===== config.mk =====
export PLATFORM = sky130hd
export DESIGN_NAME = rv_alu_unit
export DESIGN_NICKNAME = d
export VERILOG_FILES = /design/src/rtl/rv_pkg.sv /design/src/rtl/rv_alu_unit.sv
export SDC_FILE = /design/constraint.sdc
export NUM_CORES = 1
export LEC_CHECK = 0
export ABC_AREA = 1
export CAP_MARGIN = 40
export CELL_PAD_IN_SITES_DETAIL_PLACEMENT = 1
export CELL_PAD_IN_SITES_GLOBAL_PLACEMENT = 1
export CORE_ASPECT_RATIO = 1.4
export CORE_MARGIN = 2
export CORE_UTILIZATION = 42
export DETAILED_ROUTE_END_ITERATION = 6
export PLACE_DENSITY = 0.95
export SETUP_SLACK_MARGIN = 0.1
export SYNTH_ARGS = -nofsm -noshare
export SYNTH_HDL_FRONTEND = slang
export SYNTH_SLANG_ARGS = --single-unit

===== constraint.sdc =====
create_clock -name i_clk -period 8.3 [get_ports i_clk]
set_clock_uncertainty 0.05 [all_clocks]
set_input_delay 1.66 -clock i_clk [delete_from_list [all_inputs] [get_ports i_clk]]
set_output_delay 1.66 -clock i_clk [all_outputs]
set_load 0.02 [all_outputs]

===== src/rtl/rv_pkg.sv =====
// ---------------------------------------------------------------------------
// rv_pkg
// Constants and helpers shared by the RV32I execute-stage blocks.
//   - ALU_* : 5-bit operation select codes driven on rv_alu_unit.i_ctrl.
//   - ALU_SRC_OP1_* / ALU_SRC_OP2_* : operand-source mux selects used by the
//     execute stage ahead of the ALU (rs1 vs PC, rs2 vs immediate).
//   - STAGED_BP_* : forwarding (bypass) source codes for operand hazards.
//   - cmp_t / alu_compare() : one shared comparator feeding SLT/SLTU and all
//     branch-compare operations.
//   - bit_reverse() : lets the single right-shifter also perform SLL.
// ---------------------------------------------------------------------------
package rv_pkg;

  localparam int XLEN = 32;

  // ALU operation select codes.
  localparam logic [4:0] ALU_ADD    = 5'd0;
  localparam logic [4:0] ALU_SUB    = 5'd1;
  localparam logic [4:0] ALU_SLL    = 5'd2;
  localparam logic [4:0] ALU_SLT    = 5'd3;
  localparam logic [4:0] ALU_SLTU   = 5'd4;
  localparam logic [4:0] ALU_XOR    = 5'd5;
  localparam logic [4:0] ALU_SRL    = 5'd6;
  localparam logic [4:0] ALU_SRA    = 5'd7;
  localparam logic [4:0] ALU_OR     = 5'd8;
  localparam logic [4:0] ALU_AND    = 5'd9;
  localparam logic [4:0] ALU_EQ     = 5'd10;
  localparam logic [4:0] ALU_NE     = 5'd11;
  localparam logic [4:0] ALU_LT     = 5'd12;
  localparam logic [4:0] ALU_GE     = 5'd13;
  localparam logic [4:0] ALU_LTU    = 5'd14;
  localparam logic [4:0] ALU_GEU    = 5'd15;
  localparam logic [4:0] ALU_PASS_B = 5'd16;
  localparam logic [4:0] ALU_PASS_A = 5'd17;

  // Operand A source: register file or program counter (AUIPC, JAL).
  localparam logic ALU_SRC_OP1_RS1 = 1'b0;
  localparam logic ALU_SRC_OP1_PC  = 1'b1;

  // Operand B source: register file or decoded immediate.
  localparam logic ALU_SRC_OP2_RS2 = 1'b0;
  localparam logic ALU_SRC_OP2_IMM = 1'b1;

  // Forwarding source for an operand that has a pending write.
  localparam logic [1:0] STAGED_BP_NONE = 2'd0;  // register file value
  localparam logic [1:0] STAGED_BP_EX   = 2'd1;  // from EX/MEM result
  localparam logic [1:0] STAGED_BP_MEM  = 2'd2;  // from MEM/WB result
  localparam logic [1:0] STAGED_BP_WB   = 2'd3;  // from write-back port

  // Comparator outputs shared by SLT/SLTU and the branch compares.
  typedef struct packed {
    logic eq;   // a == b
    logic lt;   // signed a < signed b
    logic ltu;  // unsigned a < unsigned b
  } cmp_t;

  function automatic cmp_t alu_compare(input logic [XLEN-1:0] a,
                                       input logic [XLEN-1:0] b);
    cmp_t c;
    c.eq  = (a == b);
    c.lt  = ($signed(a) < $signed(b));
    c.ltu = (a < b);
    return c;
  endfunction

  function automatic logic [XLEN-1:0] bit_reverse(input logic [XLEN-1:0] v);
    logic [XLEN-1:0] r;
    for (int i = 0; i < XLEN; i++) begin
      r[i] = v[XLEN-1-i];
    end
    return r;
  endfunction

endpackage


===== src/rtl/rv_alu_unit.sv =====
// ---------------------------------------------------------------------------
// rv_alu_unit
// RV32I integer ALU for the execute stage. The result and zero flag are
// purely combinational (result bit 0 doubles as branch-taken in the same
// cycle); a registered copy of both is provided for timing-relaxed consumers.
//
// Ports:
//   i_clk       in   1  clock, rising edge
//   i_reset_n   in   1  asynchronous active-low reset (registered copy only)
//   i_src_a     in  32  operand A (rs1 or PC)
//   i_src_b     in  32  operand B (rs2 or immediate); B[4:0] is the shamt
//   i_ctrl      in   5  operation select (rv_pkg::ALU_*); 18..31 give 0
//   o_result    out 32  combinational result
//   o_zero      out  1  combinational, o_result == 0
//   o_result_q  out 32  o_result registered on rising i_clk
//   o_zero_q    out  1  o_zero registered on rising i_clk
//
// WIDTH is fixed at 32: the shift amount width and the comparator/reverse
// helpers in rv_pkg assume XLEN = 32.
// ---------------------------------------------------------------------------
module rv_alu_unit
  import rv_pkg::*;
#(
  parameter int WIDTH = 32
) (
  input  logic             i_clk,
  input  logic             i_reset_n,
  input  logic [WIDTH-1:0] i_src_a,
  input  logic [WIDTH-1:0] i_src_b,
  input  logic [4:0]       i_ctrl,
  output logic [WIDTH-1:0] o_result,
  output logic             o_zero,
  output logic [WIDTH-1:0] o_result_q,
  output logic             o_zero_q
);

  // -------------------------------------------------------------------------
  // Adder / subtractor. SUB is A + ~B + 1 so a single carry chain serves
  // both; wraparound is intentional and no carry or overflow is exported.
  // -------------------------------------------------------------------------
  logic             is_sub;
  logic [WIDTH-1:0] add_b;
  logic [WIDTH-1:0] sum;

  assign is_sub = (i_ctrl == ALU_SUB);
  assign add_b  = is_sub ? ~i_src_b : i_src_b;
  assign sum    = i_src_a + add_b + {{(WIDTH-1){1'b0}}, is_sub};

  // -------------------------------------------------------------------------
  // Single barrel shifter. It only shifts right; SLL reverses the operand on
  // the way in and the result on the way out. The extra top bit carries the
  // fill value so one arithmetic shift covers SRL (fill 0) and SRA (fill
  // A[31]). Only B[4:0] is used, so a shift of 32 behaves as a shift of 0.
  // -------------------------------------------------------------------------
  logic [4:0]       shamt;
  logic             is_sll;
  logic             shift_fill;
  logic [WIDTH-1:0] shift_in;
  logic [WIDTH:0]   shift_ext;
  logic [WIDTH-1:0] shift_right;
  logic [WIDTH-1:0] shift_left;

  assign shamt       = i_src_b[4:0];
  assign is_sll      = (i_ctrl == ALU_SLL);
  assign shift_fill  = (i_ctrl == ALU_SRA) & i_src_a[WIDTH-1];
  assign shift_in    = is_sll ? bit_reverse(i_src_a) : i_src_a;
  assign shift_ext   = $signed({shift_fill, shift_in}) >>> shamt;
  assign shift_right = shift_ext[WIDTH-1:0];
  assign shift_left  = bit_reverse(shift_right);

  // -------------------------------------------------------------------------
  // Shared comparator for SLT/SLTU and the six branch conditions.
  // -------------------------------------------------------------------------
  cmp_t cmp;

  assign cmp = alu_compare(i_src_a, i_src_b);

  // -------------------------------------------------------------------------
  // Result select. Flag-style operations only ever drive bit 0.
  // -------------------------------------------------------------------------
  logic             flag;
  logic             flag_op;
  logic [WIDTH-1:0] result;

  always_comb begin
    // NOTE: every variable gets a default before the case so no path leaves
    // it unassigned; that keeps the block free of inferred latches and makes
    // the reserved codes produce a defined zero.
    flag    = 1'b0;
    flag_op = 1'b0;
    result  = '0;
    unique case (i_ctrl)
      ALU_ADD,
      ALU_SUB:    result = sum;
      ALU_SLL:    result = shift_left;
      ALU_SRL,
      ALU_SRA:    result = shift_right;
      ALU_XOR:    result = i_src_a ^ i_src_b;
      ALU_OR:     result = i_src_a | i_src_b;
      ALU_AND:    result = i_src_a & i_src_b;
      ALU_PASS_B: result = i_src_b;
      ALU_PASS_A: result = i_src_a;
      ALU_SLT,
      ALU_LT:     begin flag_op = 1'b1; flag = cmp.lt;   end
      ALU_SLTU,
      ALU_LTU:    begin flag_op = 1'b1; flag = cmp.ltu;  end
      ALU_EQ:     begin flag_op = 1'b1; flag = cmp.eq;   end
      ALU_NE:     begin flag_op = 1'b1; flag = ~cmp.eq;  end
      ALU_GE:     begin flag_op = 1'b1; flag = ~cmp.lt;  end
      ALU_GEU:    begin flag_op = 1'b1; flag = ~cmp.ltu; end
      default:    result = '0;
    endcase
    if (flag_op) begin
      result = {{(WIDTH-1){1'b0}}, flag};
    end
  end

  assign o_result = result;
  assign o_zero   = (result == '0);

  // -------------------------------------------------------------------------
  // Registered copy: one-cycle latency, no enable. Reset clears it at once,
  // independent of the clock, and the first edge after release captures the
  // live combinational value.
  // -------------------------------------------------------------------------
  logic [WIDTH-1:0] result_d, result_q;
  logic             zero_d,   zero_q;

  assign result_d = result;
  assign zero_d   = o_zero;

  always_ff @(posedge i_clk or negedge i_reset_n) begin
    // NOTE: non-blocking assignments here so every register samples the
    // pre-edge value, independent of statement order or other processes.
    if (!i_reset_n) begin
      result_q <= '0;
      zero_q   <= 1'b0;
    end else begin
      result_q <= result_d;
      zero_q   <= zero_d;
    end
  end

  assign o_result_q = result_q;
  assign o_zero_q   = zero_q;

endmodule


Yosys cells after proc, flatten, opt, wreduce, memory -nomap -nowiden --
Cells that the tools add are included.
Cells by class: bitwise logic cells 8, order comparisons 2, shift-type cells 1, eq/ne operators 18, reduce and logical (&&, ||, !) cells 7, muxes and demuxes 6, add/subtract/negate cells 2
Operators with widths (count):
- $pmux W32 S8 | 1
- $mux W32 | 3
- $lt A32 B32 Y1 | 2
- $eq A5 B4 Y1 const B | 8
- $sshr A33 B5 Y32 | 1
- $add A32 B1 Y32 | 1
- $add A32 B32 Y32 | 1
- $and A32 B32 Y32 | 1
- $eq A32 B32 Y1 | 1
- $logic_not A32 Y1 | 1
- $not A32 Y32 | 1
- $or A32 B32 Y32 | 1
- $xor A32 B32 Y32 | 1
- $eq A5 B3 Y1 const B | 4
- $eq A5 B2 Y1 const B | 2
- $eq A5 B5 Y1 const B | 2
- $reduce_or A2 Y1 | 4
- $reduce_or A8 Y1 | 1
- $pmux W1 S6 | 1
- $eq A5 B1 Y1 const B | 1
- $logic_not A5 Y1 | 1
- $not A1 Y1 | 3
- $and A1 B1 Y1 | 1
- $mux W1 | 1
Storage, ports and cells: output and inout bits 66, word-level logic and storage cells 46, flip-flop bits (word level) 33, input bits 71

Longest topological paths before layout --
word-level depth 7, depth in mapped cells 26, gate-level depth less buffers 25

Worst setup path after synthesis --
OpenSTA, ideal clock, no wires.
kind input-to-output, from input i_ctrl[3], to output o_zero, slack 1.573 ns, required time 6.590 ns, buffers on the path 2, arrival 5.017 ns, stages 20, path through nor2_1 > buf_2 > nand3_2 > buf_1 > xor2_1 > fa_1 > nor2_1 > nand2_1 > a21oi_1 > nor2_1 > o21ai_1 > a21oi_1 > or2_1 > nand3_1 > nand4_1 > nor2_1 > nand2_1 > nor2_1 > nand2_1 > nor2_1
Between the ends: word-level cells in the longest chain between the ends 7, elaborated cells between the ends (all ways) 34, classes of those cells add/sub: 2; eq/ne: 17; shift: 1; mux: 6; bitwise: 1; reduce/logical: 7
Ends and longest elaborated chain:
- start, declared | RTL line rv_alu_unit.sv:30 | input logic [4:0] i_ctrl,
- $eq A5 B1 Y1 | RTL line rv_alu_unit.sv:45, rv_alu_unit.sv:92
- $mux W32 | RTL line rv_alu_unit.sv:46 | assign add_b = is_sub ? ~i_src_b : i_src_b;
- $add A32 B32 Y32 | RTL line rv_alu_unit.sv:47 | assign sum = i_src_a + add_b + {{(WIDTH-1){1'b0}}, is_sub};
- $add A32 B1 Y32 | RTL line rv_alu_unit.sv:47
- $pmux W32 S8 | RTL line rv_alu_unit.sv:92 | unique case (i_ctrl)
- $mux W32 (*) | RTL line rv_alu_unit.sv:113 | if (flag_op) begin
- net o_result[18] | RTL line rv_alu_unit.sv:31 | output logic [WIDTH-1:0] o_result,
- $logic_not A32 Y1 (*) | RTL line rv_alu_unit.sv:119 | assign o_zero = (result == '0);
- end, declared | RTL line rv_alu_unit.sv:32 | output logic o_zero,
The timed path passes the listed nets; every way through them passes the cells marked *.

Final worst setup path --
from input i_ctrl[0], to output o_zero
Between the ends: word-level cells in the longest chain between the ends 7, elaborated cells between the ends (all ways) 34, classes of those cells add/sub: 2; eq/ne: 17; shift: 1; mux: 6; bitwise: 1; reduce/logical: 7
Ends and longest elaborated chain (RTL line):
- $eq A5 B1 Y1 | rv_alu_unit.sv:45, rv_alu_unit.sv:92
- $mux W32 | rv_alu_unit.sv:46
- $add A32 B32 Y32 | rv_alu_unit.sv:47
- $add A32 B1 Y32 | rv_alu_unit.sv:47
- $pmux W32 S8 | rv_alu_unit.sv:92
- $mux W32 (*) | rv_alu_unit.sv:113
- $logic_not A32 Y1 (*) | rv_alu_unit.sv:119
Every way passes the cells marked *; elsewhere a longest branch is shown, timed or not.

==> flow_results.org <==
** Status
- The flow ran to the end, but the final reports show violations.
- The checks that failed: design-rule violations.

** GRT
- Pin count of the biggest net entering global routing :: 39
- The first global-routing pass estimated 74100 um of wire.
- Global route total overflow :: 0
- Antenna violations before repair :: 5
- Via count of the first global-routing pass :: 13260
- Across every metal layer, demand over resource in global routing totals 42.7%.

** Synth
- After technology mapping, the gate count stands at 1496.
- Leading register cell type out of synthesis :: sky130_fd_sc_hd__dfrtp_1
- EDFF count, synth :: 0
- Counting distinct cell types in the post-synthesis netlist gives 45.
- Most numerous cell in the Yosys netlist :: sky130_fd_sc_hd__nand3_1
- Area contributors post-synth :: sky130_fd_sc_hd__nand3_1 22%, sky130_fd_sc_hd__ha_1 19%, sky130_fd_sc_hd__nand2_1 11%
- After synthesis the netlist holds a flip-flop and latch count of 33.
- Async set-reset flop share out of synthesis :: 100%
- Syn_nets :: 1701
- Sequential cells were found to cover 9.25% of the synthesized design area.
- Post-synth top area share :: 21.8%
- The synthesized netlist occupies a cell area of 8920 um2.
- Most frequent cells after synthesis :: 389 x sky130_fd_sc_hd__nand3_1, 265 x sky130_fd_sc_hd__nand2_1, 135 x sky130_fd_sc_hd__inv_1, 133 x sky130_fd_sc_hd__ha_1, 101 x sky130_fd_sc_hd__nor2_1
- In this run the mean area of a mapped cell was 5.97 um2.
- Synthesis warning total :: 0
- Most area-hungry cell type in the Yosys netlist :: sky130_fd_sc_hd__nand3_1

** Setup path
- Max FO, Critical Path :: 19
- Crit end category :: output pin
- At the worst endpoint, the arrival time is 6320 ps.
- Together, buffers and inverters on the worst path number 5.
- Cell Chain, Critical Path :: clkdlybuf4s50_1 -> inv_2 -> nor2_2 -> nand3_4 -> buf_4 -> buf_4 -> xor2_1 -> ha_1 -> nand2_1 -> nor4_1 -> nand2_1 -> nand2_1 -> nand2_1 -> nand2_1 -> nand2_1 -> nand3_1 -> nand2_1 -> nor2_1 -> nand3_1 -> nor2_1 -> nand2_1 -> nor2_1 -> clkbuf_2
- Class of the most critical setup path :: input pin to output pin
- STA puts the critical path data required time at 6590 ps.
- Top delay family on crit path :: simple AND/OR/NAND/NOR gates
- The most numerous cell type found on the critical path is sky130_fd_sc_hd__nand2_1.
- Maximum single-stage delay on the critical path :: 690 ps
- The worst setup path is launched from an input pin.
- Critical path's slowest cell :: sky130_fd_sc_hd__nor4_1

** Route
- Vias per inst :: 6.80
- The routed design has 49100 um of wire.
- In the routed design, unresolved DRC markers number 1.
- In this run, the number of DRC markers left after iteration 0 of detailed routing was 1441.
- Routed WL per cell :: 26.3 um
- The pre-antenna-repair detailed-routing pass consisted of 7 iterations.
- Antenna viol nets, final :: 0
- Count of vias placed by the detailed router :: 12702

** Flow run
- Max-cap violations :: 0

** CTS
- Clock root buffer :: sky130_fd_sc_hd__clkbuf_16
- Post-CTS Setup Bufs :: 0
- CTS Sinks :: 33
- TritonCTS created 5 clock buffers.
- Worst-case clock buffer depth :: 2
- After clock tree synthesis, the flow added hold-fix buffers numbering 0.
- Clock H-tree levels :: 2
- After clock tree synthesis, the clock-pin slew on the worst setup and hold paths is 70 ps.
- TritonCTS clock tree :: built

** Pwr
- In this run the static leakage power is 0.00521 uW.
- Power spread over the standard cell area amounts to 105 nW/um2.
- Summing internal, switching and leakage power gives 1140 uW.
- Peak supply drop :: 0.0000770 V

** Final layout
- Ratio of cells with drive above 1 in the final layout :: 4.12%
- Net count, final :: 1807
- Number of fillers in the final layout :: 2828
- Fin cells :: 1868
- In the final layout, flip-flops and latches occupy 826 um2.
- Summing all multi-input logic gate instances after layout gives 7270 um2.
- Area Overhead vs Synth :: 21.7%
- Core occupancy in the finished layout :: 51.6%

** Hold path
- Worst min path class :: input pin to async pin

** Placement
- Cell total after placement :: 1855
- IO buf count :: 136
- Last weighted congestion value of the routability-driven placer :: 1.17
- Once detailed placement completed, the half-perimeter wirelength came to 37100 um.

** STA
- RSZ-0062 raised after global routing :: false
- Summed negative setup slack over all endpoints :: 0 ps
- In this run the tightest slew margin relative to its limit is 32.0%.
- Final count of hold timing violations :: 0
- Count of final max-slew check failures :: 0
- Actual slew at the worst max-slew pin :: 1010 ps
- Setup violations remaining at the end of the flow were counted as 0.
- Fin crit share :: 96.8%
- Highest clock frequency the design can meet :: 0.124 GHz
- Post-layout min period :: 8030 ps

** Floorplan
- In this run the horizontal extent of the chip is 127 um.
- Area enclosed by the die boundary :: 22400 um2
- CORE AREA :: 21000 um2
- Starting density of the core :: 42.4%
- I/O pin total :: 137
- Standard-cell rows :: 63
- Vertical die dimension :: 176 um
-- layer usage --
metal / routed length [um] / GRT usage [%]
met5: 15 / 0
met2: 22900 / 71.6
met4: 5230 / 36.7
met3: 4760 / 11.0
met1: 16200 / 44.0
-- cell type report --
type | instances | share of cell area (%)
clock inverter | 3 | 0.599
tap | 260 | 2.99
inverter | 144 | 4.98
multi-input combinational | 1243 | 66.9
sequential | 33 | 7.60
timing repair buffer | 175 | 15.7
antenna | 5 | 0.115
clock buffer | 5 | 1.15
-- what timing repair did --
item / CTS / global route
endpoints found under the setup margin: 1 / 1
gates resized for setup: 2 / 7
endpoints found under the hold margin: 0 / 0
pin swaps: 0 / 0
-- power breakdown --
part	internal [uW]	switching, uW
Combinational	232	475
Clock	172	78.0
Sequential	175	6.55
Total	579	559
-- placed cells by master, fill, tap and decap left out, drive strengths merged, types with 4 or more instances in the layout --
master / synthesis / routed
dfrtp: 33 / 33
nand3: 391 / 391
nor2: 103 / 103
buf: 34 / 39
clkbuf: 42 / 6
a211oi: 17 / 17
nand3b: 20 / 20
inv: 139 / 139
a21oi: 83 / 83
diode: 0 / 5
ha: 133 / 133
o221ai: 7 / 7
nor4: 5 / 5
o21a: 6 / 6
o22ai: 44 / 44
clkinv: 5 / 6
a31oi: 4 / 4
xor2: 30 / 30
nand4: 38 / 38
nand2: 266 / 266
o21bai: 4 / 4
nor3: 15 / 15
o21ai: 53 / 53
clkdlybuf4s50: 0 / 135
-- cell families after synthesis --
kind of cell,share of synthesized area (%)
flops,9.25
fa+ha+maj,18.9
xor+xnor,3.14
simple gates,43.9
buf+inv,9.69
compound gates,15.1
-- registers in the layout (all words and copies together) (netlist names) --
signal and count:
o_result_q 32, o_zero_q 1
-- worst paths after layout --
kind                       cells after the start             end  slack (ps)         from
min in group i_clk                             4  o_result_q[18]        2380  i_src_b[18]
worst max-delay path                          23          o_zero         270    i_ctrl[0]
max in group asynchronous                      2  o_result_q[26]        6100    i_reset_n
worst min-delay path                           2   o_result_q[5]        1760    i_reset_n
-- metrics by stage --
step / hold slack [ps] / area, um2 / worst slack (ps)
floorplan: 1310 / 8920 / 1570
global placement: 2030 / 10600 / 355
detailed placement: 2070 / 10600 / 3.02
CTS: 1770 / 10800 / 252
global route: 1780 / 10900 / 117
finish: 1760 / 10900 / 266
Note: power is estimated with default switching activity, not from simulation.
